## config.mk

```make
export PLATFORM = sky130hd
export DESIGN_NAME = mipi_hs_lane_tx
export DESIGN_NICKNAME = d
export VERILOG_FILES = /design/src/rtl/mipi_hs_lane_tx.sv
export SDC_FILE = /design/constraint.sdc
export NUM_CORES = 1
export LEC_CHECK = 0
export CELL_PAD_IN_SITES_DETAIL_PLACEMENT = 2
export CELL_PAD_IN_SITES_GLOBAL_PLACEMENT = 2
export CORE_ASPECT_RATIO = 1.1
export CORE_MARGIN = 2
export CORE_UTILIZATION = 25
export CTS_CLUSTER_DIAMETER = 100
export CTS_CLUSTER_SIZE = 14
export DETAILED_ROUTE_END_ITERATION = 12
export PLACE_DENSITY_LB_ADDON = 0.3
export SETUP_SLACK_MARGIN = 0.4
export SLEW_MARGIN = 30
export SYNTH_ARGS = -nofsm -noshare
export SYNTH_HDL_FRONTEND = slang
export SYNTH_SLANG_ARGS = --single-unit
```

## constraint.sdc

```tcl
create_clock -name clk -period 3.4 [get_ports clk]
set_input_delay 0.51 -clock clk [delete_from_list [all_inputs] [get_ports clk]]
set_output_delay 0.51 -clock clk [all_outputs]
set_load 0.005 [all_outputs]
```

## src/rtl/mipi_hs_lane_tx.sv

```systemverilog
// D-PHY high-speed lane transmit sequencer.
// Frames each packet from a valid/ready byte stream as HS-zero preamble, sync byte,
// payload and HS-trail, and drives the serializer's parallel byte and HS-enable.
// The state register always names the phase currently shown on hs_byte, so every
// output except s_ready is computed from the next state and registered.
module mipi_hs_lane_tx #(
  parameter int         PREP_BYTES  = 4,
  parameter int         TRAIL_BYTES = 2,
  parameter int         IDLE_GAP    = 2,
  parameter logic [7:0] SYNC_BYTE   = 8'hB8
) (
  input  logic       clk,
  input  logic       rst_n,
  input  logic       s_valid,
  input  logic [7:0] s_data,
  input  logic       s_last,
  output logic       s_ready,
  output logic [7:0] hs_byte,
  output logic       hs_en,
  output logic       sot,
  output logic       eot,
  output logic       underrun,
  output logic       busy
);

  typedef enum logic [2:0] {
    IDLE  = 3'd0,
    PREP  = 3'd1,
    SYNC  = 3'd2,
    DATA  = 3'd3,
    TRAIL = 3'd4
  } state_t;

  // Counter preloads: each phase counts down to zero on its final cycle.
  localparam logic [7:0] PREP_LOAD  = 8'(PREP_BYTES - 1);
  localparam logic [7:0] TRAIL_LOAD = 8'(TRAIL_BYTES - 1);
  localparam logic [7:0] GAP_LOAD   = 8'(IDLE_GAP - 1);

  state_t     state_reg, state_next;
  logic [7:0] cnt_reg, cnt_next;     // shared PREP / TRAIL phase counter
  logic [7:0] gap_reg, gap_next;     // inter-packet idle counter
  logic [7:0] byte_reg, byte_next;   // byte currently on the lane
  logic       last_reg, last_next;   // byte on the lane is the packet's final byte
  logic       sot_reg, sot_next;
  logic       eot_reg, eot_next;
  logic       und_reg, und_next;
  logic [7:0] trail_fill;

  // Trail level is the inverse of the final bit of the last byte shown.
  assign trail_fill = {8{~byte_reg[7]}};

  // Ready only while a payload byte can be taken: SYNC, or DATA before the last byte.
  assign s_ready  = (state_reg == SYNC) || ((state_reg == DATA) && !last_reg);

  assign hs_byte  = byte_reg;
  assign hs_en    = (state_reg != IDLE);
  assign busy     = (state_reg != IDLE);
  assign sot      = sot_reg;
  assign eot      = eot_reg;
  assign underrun = und_reg;

  // Next-state and next-output decode.
  always_comb begin
    state_next = state_reg;
    cnt_next   = cnt_reg;
    gap_next   = gap_reg;
    byte_next  = byte_reg;
    last_next  = last_reg;
    sot_next   = 1'b0;
    eot_next   = 1'b0;
    und_next   = 1'b0;
    case (state_reg)
      IDLE: begin
        byte_next = 8'h00;
        if (gap_reg != 8'd0) begin
          gap_next = gap_reg - 8'd1;
        end else if (s_valid) begin
          state_next = PREP;
          cnt_next   = PREP_LOAD;
        end
      end
      PREP: begin
        if (cnt_reg == 8'd0) begin
          state_next = SYNC;
          byte_next  = SYNC_BYTE;
          sot_next   = 1'b1;
          last_next  = 1'b0;
        end else begin
          cnt_next = cnt_reg - 8'd1;
        end
      end
      SYNC, DATA: begin
        if (s_ready && s_valid) begin
          state_next = DATA;
          byte_next  = s_data;
          last_next  = s_last;
        end else begin
          // Either the final byte has been shown or the source ran dry; the
          // lane cannot stall, so both go straight into the trail.
          state_next = TRAIL;
          byte_next  = trail_fill;
          cnt_next   = TRAIL_LOAD;
          eot_next   = (TRAIL_LOAD == 8'd0);
          und_next   = s_ready;
        end
      end
      TRAIL: begin
        if (cnt_reg == 8'd0) begin
          state_next = IDLE;
          byte_next  = 8'h00;
          gap_next   = GAP_LOAD;
        end else begin
          cnt_next = cnt_reg - 8'd1;
          eot_next = (cnt_reg == 8'd1);
        end
      end
      default: begin
        state_next = IDLE;
        byte_next  = 8'h00;
      end
    endcase
  end

  // State and output registers; reset drops the lane out of HS immediately.
  always_ff @(posedge clk or negedge rst_n) begin
    if (!rst_n) begin
      state_reg <= IDLE;
      cnt_reg   <= 8'd0;
      gap_reg   <= 8'd0;
      byte_reg  <= 8'h00;
      last_reg  <= 1'b0;
      sot_reg   <= 1'b0;
      eot_reg   <= 1'b0;
      und_reg   <= 1'b0;
    end else begin
      state_reg <= state_next;
      cnt_reg   <= cnt_next;
      gap_reg   <= gap_next;
      byte_reg  <= byte_next;
      last_reg  <= last_next;
      sot_reg   <= sot_next;
      eot_reg   <= eot_next;
      und_reg   <= und_next;
    end
  end

endmodule

```

==> impl_metrics.json <==
{
  "synth_warnings": 0,
  "status": "finished, final reports clean",
  "rsz0062_at_grt": "no",
  "syn_nets": 195,
  "critPathKind": "register to register",
  "cts_tree": "done",
  "numCtsBuffers": 5,
  "total_power_mw": 1.84,
  "finalHoldViolations": 0,
  "ctsLongestPathBuffers": 2,
  "fin_skew_ns": 0.00359,
  "clk_latency_ns": 0.28,
  "required_ns": 3.61,
  "worstPathMaxFanout": 13,
  "first_iter_violations": 19,
  "power_density_nw_per_um2": 875,
  "vias_per_cell": 5.04,
  "slew_violations": 0,
  "grt_pass1_vias": 1470,
  "first_pass_iters": 3,
  "final_cells": 287,
  "die-area_um2": 7320,
  "worstMarginPinSlew_ns": 0.785,
  "dp_cells": 279,
  "grt_max_degree": 32,
  "fin_crit_ns": 2.56,
  "ant_nets": 0,
  "syn_area_um2": 1660,
  "gr-total-overflow": 0,
  "max_freq_mhz": 391,
  "fin_area_um2": 2100,
  "ioPinCount": 26,
  "drt_wl_total_um": 4410,
  "critPathArrivalTime_ns": 2.77,
  "post-cts-setup-buffers": 0,
  "grt_antenna_before_repair": 0,
  "track_usage_pct": 13.1,
  "netlist_instances": 178,
  "p_leak_nw": 0.891,
  "synth.ff_latch_count": 31,
  "initial_core_util_pct": 25.5,
  "synth.distinct_cells": 42,
  "clock_sinks": 31,
  "holdCritPathClass": "register to register",
  "vdd_ir_drop_max_uv": 233,
  "post-route-drc-count": 0,
  "vias": 1447,
  "drv_cap": 0,
  "syn_to_final_growth_pct": 26.3,
  "crit_path_top_delay_cell": "or4_1",
  "end_kind": "register",
  "portBuffers": 25,
  "antennaDiodeCount": 0,
  "core_um2": 6520,
  "setup_tns_ns": 0,
  "htreeDepth": 2,
  "die_width_um": 81.8,
  "dpl-instance-area_um2": 2000,
  "max_stage_delay_ns": 0.52,
  "dp_hpwl_um": 3150,
  "final_core_util_pct": 32.2,
  "clk_pin_slew_worst_paths_ns": 0.07,
  "setup_violations": 0,
  "slew_headroom_pct": 47.1,
  "place_congestion": 0.682,
  "cts_hold_buf": 0,
  "grt_pass1_wl_um": 7270,
  "avgSynthCellArea_um2": 9.34,
  "rows": 31,
  "crit_chain": "inv_1 > ha_1 > or3b_1 > o31a_1 > a211o_1 > or4_1 > a21boi_1",
  "cts_resized": 0,
  "nNetsFinal": 221,
  "drive_gt1_share_pct": 6.34,
  "die_y_um": 89.5,
  "start_kind": "register",
  "period_share_pct": 75.2,
  "root_buffer": "clkbuf_8",
  "drt-wirelength-per-cell_um": 15.4,
  "yosysSeqAreaShare_pct": 46.7
}
-- path summary, 6_finish.rpt --
path	end	slack (ns)	cells past startpoint	startpoint
max	cnt_reg[5]$_DFFE_PN0P_	0.84	7	gap_reg[0]$_DFFE_PN0P_
min	hs_byte[0]$_DFFE_PN0P_	0.48	2	hs_byte[0]$_DFFE_PN0P_
max reg2reg	cnt_reg[5]$_DFFE_PN0P_	0.84	7	gap_reg[0]$_DFFE_PN0P_
min reg2reg	hs_byte[0]$_DFFE_PN0P_	0.48	2	hs_byte[0]$_DFFE_PN0P_
max in group asynchronous	hs_byte[6]$_DFFE_PN0P_	2.47	2	rst_n
min in group asynchronous	cnt_reg[1]$_DFFE_PN0P_	0.63	2	rst_n
-- cells in the mapped netlist --
cell | count | share of area [%]
dfrtp_1 | 31 | 47
nand2_1 | 17 | 3.8
o21ai_0 | 13 | 3.9
inv_1 | 9 | 2.0
nor4_1 | 9 | 3.4
nor2_1 | 8 | 1.8
a21oi_1 | 7 | 2.1
nand2b_1 | 7 | 2.6
nor3_1 | 7 | 2.1
clkbuf_1 | 6 | 1.4
nand3_1 | 6 | 1.8
ha_1 | 5 | 3.8
o31a_1 | 4 | 2.1
or3_1 | 4 | 1.5
or4_1 | 4 | 1.8
a211o_1 | 3 | 1.6
and3_1 | 3 | 1.1
o31ai_1 | 3 | 1.4
xnor2_1 | 3 | 1.6
xor2_1 | 3 | 1.6
a21boi_0 | 2 | 0.90
nor3b_1 | 2 | 0.90
o21a_1 | 2 | 0.90
o22ai_1 | 2 | 0.75
a211oi_1 | 1 | 0.45
a21boi_1 | 1 | 0.45
a21o_1 | 1 | 0.45
a2bb2oi_1 | 1 | 0.53
a31oi_1 | 1 | 0.38
and4b_1 | 1 | 0.60
buf_2 | 1 | 0.30
buf_4 | 1 | 0.45
mux2i_1 | 1 | 0.60
nand3b_1 | 1 | 0.45
nand4b_1 | 1 | 0.53
nor2_2 | 1 | 0.38
nor2b_1 | 1 | 0.38
o22a_1 | 1 | 0.53
o32ai_1 | 1 | 0.53
or2_2 | 1 | 0.38
or3b_1 | 1 | 0.53
or4b_2 | 1 | 0.60
-- logic make-up after synthesis --
logic type      synth area share, %
fa+ha+maj                      3.76
mux                           0.602
simple gates                   24.8
compound gates                 16.9
xor+xnor                       3.16
flops                          46.7
buf+inv                        4.14
-- worst max-delay path, delay by kind of cell (launching register included) --
kind	cells	cell delay [ns]
and+or+nand+nor	2	0.89
DFF	1	0.44
buffers and inverters	1	0.10
AOI/OAI and AO/OA	3	0.89
adders and majority gates	1	0.15
-- metrics by stage --
step / setup slack, ns / hold slack (ns)
5_1_grt: 0.691 / 0.515
6_report: 0.844 / 0.476
3_5_place_dp: 0.724 / 0.466
4_1_cts: 0.831 / 0.482
2_1_floorplan: 1.15 / 0.214
3_3_place_gp: 0.775 / 0.461
-- area by class of cell --
class,count,area [um2]
multi-input cells,130,823
repair buffers,27,265
clock buffers,8,100
flip-flops and latches,31,776
fillers,752,4420
well taps,82,103
inverters,9,33.8
-- routing by layer --
metal,track usage [%],share of wire (%)
met5,0,0
met4,5.91,2.0
met1,16.6,48
met2,21.7,48
met3,2.42,2.0
-- power by group --
group | switching [mW] | total (mW) | internal [mW]
sequential | 0.173 | 0.690 | 0.517
clock | 0.144 | 0.329 | 0.185
combinational | 0.435 | 0.820 | 0.385
-- cells in the final DEF, fill, tap and decap left out, types with 2 or more instances in the layout --
| master | count |
|---|---|
| xor2_1 | 3 |
| dfrtp_1 | 31 |
| nand2b_1 | 7 |
| a211o_1 | 3 |
| o22ai_1 | 2 |
| xnor2_1 | 3 |
| clkbuf_8 | 7 |
| nand2_1 | 17 |
| o31a_1 | 4 |
| nand3_1 | 6 |
| nor4_1 | 9 |
| nor3_1 | 6 |
| o21a_1 | 2 |
| ha_1 | 5 |
| a21boi_0 | 2 |
| o31ai_1 | 3 |
| inv_1 | 9 |
| buf_4 | 2 |
| nor2_1 | 8 |
| or4_1 | 4 |
| or3_1 | 4 |
| o21ai_0 | 13 |
| nor3b_1 | 2 |
| and3_1 | 3 |
| a21oi_1 | 7 |
| clkdlybuf4s50_1 | 25 |
(Power assumes the default switching activity.)
